<file path="src/rtl/modulator_source_arbiter_if.sv">
// Bundle of the two source-FIFO ports, the modulator-facing sample port and
// the arbiter's control/status signals, shared by the arbiter and its neighbours.
// slave = arbiter side, master = the environment driving sources/modulator.
interface modulator_source_arbiter_if;
  logic        enable;
  logic        clear;
  logic [7:0]  ch0_sample;
  logic        ch0_empty;
  logic        ch0_read;
  logic [7:0]  ch1_sample;
  logic        ch1_empty;
  logic        ch1_read;
  logic [7:0]  sample;
  logic        empty;
  logic        read;
  logic [1:0]  grant;
  logic [15:0] underrun_count;
  logic        stall_err;

  modport slave (
    input  enable, clear, ch0_sample, ch0_empty, ch1_sample, ch1_empty, read,
    output ch0_read, ch1_read, sample, empty, grant, underrun_count, stall_err
  );

  modport master (
    output enable, clear, ch0_sample, ch0_empty, ch1_sample, ch1_empty, read,
    input  ch0_read, ch1_read, sample, empty, grant, underrun_count, stall_err
  );
endinterface

</file>
<file path="src/rtl/modulator_source_arbiter.sv">
// Two-source arbiter feeding the PAM modulator's byte input, grant locked per frame.
// Latency: data/empty/read are combinational; a new grant is visible one cycle after request.
// Backpressure: the modulator's read strobe is forwarded only to a granted, non-empty source.
module modulator_source_arbiter #(
  parameter int unsigned BYTES_PER_FRAME = 2,
  parameter bit          ROUND_ROBIN     = 1'b1,
  parameter int unsigned STALL_TIMEOUT   = 1200
) (
  input  logic                    clk,
  input  logic                    rst_n,
  modulator_source_arbiter_if.slave bus
);

  localparam int unsigned SW = $clog2(STALL_TIMEOUT + 1);
  localparam logic [1:0] ST_IDLE  = 2'd0;
  localparam logic [1:0] ST_GRANT = 2'd1;

  logic [1:0]    r_state, w_state_nxt;
  logic [1:0]    r_grant, w_grant_nxt;
  logic          r_last,  w_last_nxt;     // last owner: 0 = ch0, 1 = ch1
  logic [3:0]    r_byte_cnt, w_byte_nxt;
  logic [SW-1:0] r_stall_cnt, w_stall_nxt;
  logic [15:0]   r_underrun;
  logic          r_stall_err;

  logic w_req0, w_req1;
  logic w_gnt_empty;
  logic w_eff_read;
  logic w_underrun;
  logic w_abort;

  assign w_req0 = ~bus.ch0_empty;
  assign w_req1 = ~bus.ch1_empty;

  // w_gnt_empty is forced high with no grant, so this also masks ungranted reads
  assign w_eff_read = bus.read & ~w_gnt_empty;
  assign w_underrun = (r_state == ST_GRANT) & (r_grant != 2'b00) & w_gnt_empty;

  // State register and arbitration bookkeeping
  always_ff @(posedge clk or negedge rst_n) begin
    if (!rst_n) begin
      r_state     <= ST_IDLE;
      r_grant     <= 2'b00;
      r_last      <= 1'b1;
      r_byte_cnt  <= 4'd0;
      r_stall_cnt <= '0;
    end else begin
      r_state     <= w_state_nxt;
      r_grant     <= w_grant_nxt;
      r_last      <= w_last_nxt;
      r_byte_cnt  <= w_byte_nxt;
      r_stall_cnt <= w_stall_nxt;
    end
  end

  // Next-state: pick a winner in idle, count bytes and stall cycles while granted
  always_comb begin
    w_state_nxt = r_state;
    w_grant_nxt = r_grant;
    w_last_nxt  = r_last;
    w_byte_nxt  = r_byte_cnt;
    w_stall_nxt = r_stall_cnt;
    w_abort     = 1'b0;
    case (r_state)
      ST_IDLE: begin
        w_grant_nxt = 2'b00;
        if (bus.enable && (w_req0 || w_req1)) begin
          w_state_nxt = ST_GRANT;
          w_byte_nxt  = 4'd0;
          w_stall_nxt = '0;
          if (w_req0 && w_req1)
            w_grant_nxt = (ROUND_ROBIN && !r_last) ? 2'b10 : 2'b01;
          else
            w_grant_nxt = w_req0 ? 2'b01 : 2'b10;
        end
      end
      ST_GRANT: begin
        if (r_grant == 2'b00) begin
          // grant lost without a frame end; recover to idle
          w_state_nxt = ST_IDLE;
          w_byte_nxt  = 4'd0;
          w_stall_nxt = '0;
        end else if (w_eff_read) begin
          w_stall_nxt = '0;
          if (r_byte_cnt == 4'(BYTES_PER_FRAME - 1)) begin
            w_state_nxt = ST_IDLE;
            w_grant_nxt = 2'b00;
            w_last_nxt  = r_grant[1];
            w_byte_nxt  = 4'd0;
          end else begin
            w_byte_nxt = r_byte_cnt + 4'd1;
          end
        end else if (w_underrun) begin
          if (r_stall_cnt == SW'(STALL_TIMEOUT - 1)) begin
            // watchdog: drop the partial frame and hand priority to the other side
            w_abort     = 1'b1;
            w_state_nxt = ST_IDLE;
            w_grant_nxt = 2'b00;
            w_last_nxt  = r_grant[1];
            w_byte_nxt  = 4'd0;
            w_stall_nxt = '0;
          end else begin
            w_stall_nxt = r_stall_cnt + SW'(1);
          end
        end else begin
          w_stall_nxt = '0;
        end
      end
      default: begin
        w_state_nxt = ST_IDLE;
        w_grant_nxt = 2'b00;
        w_byte_nxt  = 4'd0;
        w_stall_nxt = '0;
      end
    endcase
  end

  // Underrun counter and sticky watchdog flag; clear overrides same-cycle events
  always_ff @(posedge clk or negedge rst_n) begin
    if (!rst_n) begin
      r_underrun  <= 16'd0;
      r_stall_err <= 1'b0;
    end else if (bus.clear) begin
      r_underrun  <= 16'd0;
      r_stall_err <= 1'b0;
    end else begin
      if (w_underrun && (r_underrun != 16'hFFFF))
        r_underrun <= r_underrun + 16'd1;
      if (w_abort)
        r_stall_err <= 1'b1;
    end
  end

  // Output mux: route the granted source to the modulator, idle values otherwise
  always_comb begin
    bus.sample   = 8'h00;
    w_gnt_empty  = 1'b1;
    bus.ch0_read = 1'b0;
    bus.ch1_read = 1'b0;
    if (r_grant[0]) begin
      bus.sample   = bus.ch0_sample;
      w_gnt_empty  = bus.ch0_empty;
      bus.ch0_read = bus.read & ~bus.ch0_empty;
    end else if (r_grant[1]) begin
      bus.sample   = bus.ch1_sample;
      w_gnt_empty  = bus.ch1_empty;
      bus.ch1_read = bus.read & ~bus.ch1_empty;
    end
  end

  assign bus.empty          = w_gnt_empty;
  assign bus.grant          = r_grant;
  assign bus.underrun_count = r_underrun;
  assign bus.stall_err      = r_stall_err;

endmodule

</file>
<file path="src/flat_wrapper.sv">
// flat-port wrapper written by rule: the top's interface ports become plain ports
module modulator_source_arbiter_flat 
#(
  parameter int unsigned BYTES_PER_FRAME = 2,
  parameter bit          ROUND_ROBIN     = 1'b1,
  parameter int unsigned STALL_TIMEOUT   = 1200
)
  (clk, rst_n, bus_enable, bus_clear, bus_ch0_sample, bus_ch0_empty, bus_ch1_sample, bus_ch1_empty, bus_read, bus_ch0_read, bus_ch1_read, bus_sample, bus_empty, bus_grant, bus_underrun_count, bus_stall_err);
  modulator_source_arbiter_if bus_i ();
  input  logic clk;
  input  logic rst_n;
  input wire logic [$bits(bus_i.enable)-1:0] bus_enable;
  input wire logic [$bits(bus_i.clear)-1:0] bus_clear;
  input wire logic [$bits(bus_i.ch0_sample)-1:0] bus_ch0_sample;
  input wire logic [$bits(bus_i.ch0_empty)-1:0] bus_ch0_empty;
  input wire logic [$bits(bus_i.ch1_sample)-1:0] bus_ch1_sample;
  input wire logic [$bits(bus_i.ch1_empty)-1:0] bus_ch1_empty;
  input wire logic [$bits(bus_i.read)-1:0] bus_read;
  output wire logic [$bits(bus_i.ch0_read)-1:0] bus_ch0_read;
  output wire logic [$bits(bus_i.ch1_read)-1:0] bus_ch1_read;
  output wire logic [$bits(bus_i.sample)-1:0] bus_sample;
  output wire logic [$bits(bus_i.empty)-1:0] bus_empty;
  output wire logic [$bits(bus_i.grant)-1:0] bus_grant;
  output wire logic [$bits(bus_i.underrun_count)-1:0] bus_underrun_count;
  output wire logic [$bits(bus_i.stall_err)-1:0] bus_stall_err;
  assign bus_i.enable = bus_enable;
  assign bus_i.clear = bus_clear;
  assign bus_i.ch0_sample = bus_ch0_sample;
  assign bus_i.ch0_empty = bus_ch0_empty;
  assign bus_i.ch1_sample = bus_ch1_sample;
  assign bus_i.ch1_empty = bus_ch1_empty;
  assign bus_i.read = bus_read;
  assign bus_ch0_read = bus_i.ch0_read;
  assign bus_ch1_read = bus_i.ch1_read;
  assign bus_sample = bus_i.sample;
  assign bus_empty = bus_i.empty;
  assign bus_grant = bus_i.grant;
  assign bus_underrun_count = bus_i.underrun_count;
  assign bus_stall_err = bus_i.stall_err;
  modulator_source_arbiter #(.BYTES_PER_FRAME(BYTES_PER_FRAME), .ROUND_ROBIN(ROUND_ROBIN), .STALL_TIMEOUT(STALL_TIMEOUT)) u_core (.clk(clk), .rst_n(rst_n), .bus(bus_i));
endmodule
</file>
<file path="config.mk">
export PLATFORM = sky130hd
export DESIGN_NAME = modulator_source_arbiter_flat
export DESIGN_NICKNAME = d
export VERILOG_FILES = /design/src/rtl/modulator_source_arbiter_if.sv /design/src/rtl/modulator_source_arbiter.sv /design/src/flat_wrapper.sv
export SDC_FILE = /design/constraint.sdc
export NUM_CORES = 1
export LEC_CHECK = 0
export CAP_MARGIN = 20
export CORE_MARGIN = 3
export CORE_UTILIZATION = 46
export CTS_BUF_LIST = sky130_fd_sc_hd__clkbuf_8
export CTS_CLUSTER_SIZE = 12
export DETAILED_ROUTE_END_ITERATION = 10
export PLACE_DENSITY = 0.84
export SLEW_MARGIN = 20
export SYNTH_ARGS = -nofsm -noshare
export SYNTH_HDL_FRONTEND = slang
export SYNTH_SLANG_ARGS = --single-unit
export TNS_END_PERCENT = 100
</file>
<file path="constraint.sdc">
create_clock -name clk -period 1.6 [get_ports clk]
set_input_delay 0.32 -clock clk [delete_from_list [all_inputs] [get_ports clk]]
set_output_delay 0.32 -clock clk [all_outputs]
set_load 0.01 [all_outputs]
</file>
## Yosys cells after proc, flatten, opt, wreduce, memory -nomap -nowiden

Cells that the tools add are included.

| word-level totals | value |
|---|---|
| bits in registers | 37 |
| input bits | 23 |
| output and inout port bits | 30 |
| logic and storage cells | 93 |

| cells by class | value |
|---|---|
| add/sub/neg operators | 3 |
| equal/unequal tests | 13 |
| muxes and demuxes | 46 |
| bitwise gates (word level) | 9 |
| reduce and logical (&&, ||, !) cells | 15 |

Operators with widths:

| cell | count |
|---|---|
| 11-bit two-way mux | 5 |
| 16-bit two-way mux | 2 |
| 4-bit two-way mux | 6 |
| 2-bit two-way mux | 11 |
| 11-bit one-hot mux with 2 select lines | 1 |
| 16-bit by 1-bit adder with 16-bit output, second input constant | 1 |
| 1-bit two-way mux | 16 |
| 8-bit two-way mux | 2 |
| 16-bit inequality test, second input constant | 1 |
| 11-bit by 1-bit adder with 11-bit output, second input constant | 1 |
| 11-bit equality test, second input constant | 1 |
| 2-bit nonzero test | 5 |
| 2-bit one-hot mux with 2 select lines | 2 |
| 4-bit one-hot mux with 2 select lines | 1 |
| 4-bit AND reduction | 2 |
| 1-bit bitwise AND | 5 |
| 5-bit AND reduction | 1 |
| 4-bit by 1-bit adder with 4-bit output, second input constant | 1 |
| 4-bit by 1-bit equality test with 1-bit output, second input constant | 1 |
| 2-bit logical NOT | 2 |
| 2-bit inequality test, second input constant | 2 |
| 4-bit by 2-bit inequality test with 1-bit output, second input constant | 1 |
| 4-bit by 3-bit inequality test with 1-bit output, second input constant | 1 |
| 4-bit inequality test, second input constant | 1 |
| other kinds (9) | 14 |

## Depth between registers and ports, before layout

| depth | value |
|---|---|
| depth after elaboration | 9 |
| depth in mapped cells | 7 |
| gate-level depth less buffers | 7 |

## Worst setup path before layout

Ideal clock, no wire load.

| timing | value |
|---|---|
| path type | reg2reg |
| from | register u_core.r_grant[0], in the netlist u_core.bus.grant[0] |
| to | register u_core.r_byte_cnt[2] |
| library setup time | 0.133 ns |
| arrival | 1.618 ns |
| data required time | 1.467 ns |
| slack | -0.151 ns |
| stages on the path, launching flop included | 7 |
| buffers on the path | 1 |
| period minus slack after synthesis | 1.751 ns |
| path through | dfrtp_1 > buf_2 > nand4b_4 > a2111o_1 > a31o_2 > o21ai_1 > o21ai_1 |

| on the way | value |
|---|---|
| longest elaborated chain between the ends | 6 |
| elaborated cells between the ends (all ways) | 13 |
| those cells by class | 2 x eq/ne; 4 x mux; 4 x bitwise; 3 x reduce/logical |

RTL lines:

| item | RTL line | source |
|---|---|---|
| start: declaration | modulator_source_arbiter.sv:19 | `logic [1:0] r_grant, w_grant_nxt;` |
| start signal: assignment | modulator_source_arbiter.sv:49 | `r_grant <= w_grant_nxt;` |
| 1-bit two-way mux | modulator_source_arbiter.sv:140 | `if (r_grant[0]) begin` |
| 1-bit inverter | modulator_source_arbiter.sv:36 | `assign w_eff_read = bus.read & ~w_gnt_empty;` |
| 1-bit bitwise AND | modulator_source_arbiter.sv:36 |  |
| 4-bit two-way mux | modulator_source_arbiter.sv:83 | `end else if (w_eff_read) begin` |
| 4-bit two-way mux | modulator_source_arbiter.sv:78 | `if (r_grant == 2'b00) begin` |
| 4-bit one-hot mux with 2 select lines | modulator_source_arbiter.sv:64 | `case (r_state)` |
| end signal: assignment | modulator_source_arbiter.sv:51 | `r_byte_cnt <= w_byte_nxt;` |
| end: declaration | modulator_source_arbiter.sv:21 | `logic [3:0] r_byte_cnt, w_byte_nxt;` |

Several ways; a longest one is shown, not always the timed one.
A chain may end at the register's enable or synchronous reset.

## Worst setup path after layout

| timing | value |
|---|---|
| from | register u_core.r_grant[0], in the netlist u_core.bus.grant[0] |
| to | register u_core.r_byte_cnt[1] |

Same word-level chain as after synthesis.

==> flow_summary.yaml <==
critical_path:
  critPathArrivalTime_ns: 2.06
  cp-start-kind: "flop"
  crit_fanout: 4
  path_class: "reg -> reg"
  end_kind: "flop"
  required_ns: 1.76
  r2r_cells: 6
global_route:
  met1_usage_pct: 36.6
  grt_busiest_layer: "met2"
  grt_pass1_wl_um: 11800
  grtUsageMet3_pct: 5.47
  antenna_found_initial: 0
  grt.total_usage_pct: 28.4
  grt_max_degree: 37
  grt_overflow: 0
  first_global_vias: 2393
  grt_use_met2_pct: 45.7
hold_path:
  hp-class: "in -> async"
power:
  ir_drop_v: 0.000704
  p_leak_nw: 1.64
  power_mw: 3.13
  power_density_nw_per_um2: 880
sta:
  setup_viol: 45
  worst_pin_slew_ns: 0.529
  fin_hold_ws_ns: 0.389
  fin_skew_ns: 0.0142
  slew_violations: 0
  fin_ws_ns: -0.293
  fin_crit_sh_pct: 118
  period_minus_slack_ns: 1.89
  rsz0062_at_grt: "yes"
  slew_headroom_pct: 64.5
  fmax_mhz: 528
  hold_violations: 0
cts:
  clkTransAtPathRegs_ns: 0.09
  insertion_delay_ns: 0.30
  cts_tree: "done"
  root_buffer: "clkbuf_8"
  h-tree-depth: 2
  cts_buffers: 5
  hold_buffers: 0
  clock_path_buffers: 2
  clock_sinks: 36
logic_synthesis:
  synth_top_area_share_pct: 41.8
  synth_edf_count: 0
  ys_ff_latch: 36
  ys_types: 46
  synth_top_flop_cell: "dfrtp_1"
  syn_area_um2: 2100
  syn_area_per_cell_um2: 9.20
  yosysTopAreaCell: "dfrtp_1"
  synthTopCellsByArea: "dfrtp_1 (42%), nor2_1 (4.8%), a22o_1 (4.6%)"
  syn_inst: 228
  seq_area_frac_synth_pct: 43.0
  synthArstFlopShare_pct: 100
  synth_nets: 255
  yosysWarnings: 0
die:
  die_y_um: 73.5
  initial_utilization_pct: 49.9
  row_count: 23
  die_area_um2: 5410
  io_pins: 53
  fp.coreArea_um2: 4200
  die_w_um: 73.5
place:
  dp_cells: 374
  gp_congestion: 0.809
  post-dp-hpwl_um: 4200
  port_buffers: 52
  place_ws_ns: -0.535
finish:
  nFillCells: 207
  multi_input_area_um2: 1400
  instances_no_fill: 404
  final_nets: 380
  ff_latch_area_um2: 907
  final_cell_mix: "buf_4 (64), dfrtp_1 (31), clkdlybuf4s50_1 (25), nor2_1 (23), nand2_1 (22)"
  diodes: 0
  post_route_cells_drive_above_1_share_pct: 40.1
  areaGrowthSynthToFinish_pct: 69.5
  layout_commonest_cell: "buf_4"
detailed_routing:
  drt_iter0_drc: 300
  first_pass_iters: 5
  wirelength_um: 8530
  wire_per_inst_um: 21.1
  routed_via_density: 6.34
  dr_total_vias: 2560
  ant_nets: 0
  route.detailed.drc: 0
run:
  maxCapViolCount: 0
run_status:
  violations: "negative setup slack"
  status: "finished with violations"
==> synthesized netlist by cell type (2+ instances only) <==
cell       instances
xnor2_1            9
xor2_1             8
o211ai_1           3
a211oi_1           3
buf_1              2
nand3_1           11
and3_1             2
clkbuf_1           3
inv_1              5
nand2_1           22
a21o_1             2
nor2_1            27
nand4_1            4
a21oi_2            2
nor4_2             2
a22o_1            11
ha_1               4
and2_1             3
a21oi_1           10
nor3_1             3
a31oi_1            6
nor2b_1            3
o21ai_1            2
nand2b_1           7
dfrtp_1           35
buf_2              3
o21ai_0           14
and4_1             2
or3b_2             2
o2111ai_1          2
==> metal layers <==
metal	vias to the layer above	wire length [um]
li1	1076	-
met1	1239	3370
met2	202	3990
met3	43	807
met4	0	363
met5	-	0
==> sequential cells by signal (all words and copies together) (netlist names) <==
name	count
u_core.r_stall_cnt	11
u_core.bus.grant	2
u_core.bus.stall_err	1
u_core.r_byte_cnt	4
u_core.r_state	1
u_core.r_last	1
u_core.bus.underrun_count	16
==> timing repair <==
action | CTS | global route
gates resized for setup | 93 | 35
pin swaps | 22 | 14
setup buffers | 11 | 13
setup endpoints to repair | 61 | 52
==> layout make-up <==
cell class                 instances  area share [%]
tap                               50            1.76
clock buffer                       5            1.94
inverter                           5           0.528
timing repair buffer             126            29.7
sequential                        36            25.5
multi-input combinational        179            39.4
clock inverter                     3            1.20
==> worst paths after layout <==
check / startpoint / slack [ns] / end
min reg2reg: u_core.bus.stall_err$_DFFE_PN0P_ / 0.53 / u_core.bus.stall_err$_DFFE_PN0P_
min: rst_n / 0.39 / u_core.r_byte_cnt[3]$_DFFE_PN0P_
max: u_core.bus.grant[0]$_DFFE_PN0P_ / -0.29 / u_core.r_byte_cnt[1]$_DFFE_PN0P_
max reg2reg: u_core.bus.grant[0]$_DFFE_PN0P_ / -0.29 / u_core.r_byte_cnt[1]$_DFFE_PN0P_
min in group clk: u_core.bus.stall_err$_DFFE_PN0P_ / 0.53 / u_core.bus.stall_err$_DFFE_PN0P_
max in group asynchronous: rst_n / 0.97 / u_core.r_last$_DFFE_PN1P_
==> metrics by stage <==
stage                     instance area (um2)  setup TNS [ns]  util, %
after detailed placement                 3050          -16.75     72.6
after CTS                                3320           -2.26     79.1
after floorplan                          2110          -0.389        -
after global routing                     3550           -7.75     84.6
after global placement                   3050          -15.85     72.6
final                                    3550           -5.80     84.6
==> where the power goes <==
part	internal, mW	total [mW]	leakage (nW)	switching, mW
registers	0.966	1.03	0.489	0.0666
logic	0.610	1.25	1.10	0.644
clock network	0.462	0.839	0.0541	0.377
==> critical path, cell delays in order (launching register included) <==
cell and delay [ns]:
dfrtp_2 0.44, buf_6 0.13, nand4b_4 0.19, a2111o_1 0.50, a31o_4 0.30, nand2_1 0.08, o21ai_0 0.11
==> kinds of logic after synthesis <==
family / after synthesis / synth area share [%]
AOI/OAI and AO/OA: 61 / 19.8
xor gates and xnor gates: 17 / 7.10
adders and majority gates: 4 / 2.39
buffers and inverters: 13 / 2.51
DFF: 36 / 43.0
muxes: 2 / 1.01
and+or+nand+nor: 95 / 24.2
Note: power is estimated with default switching activity, not from simulation.
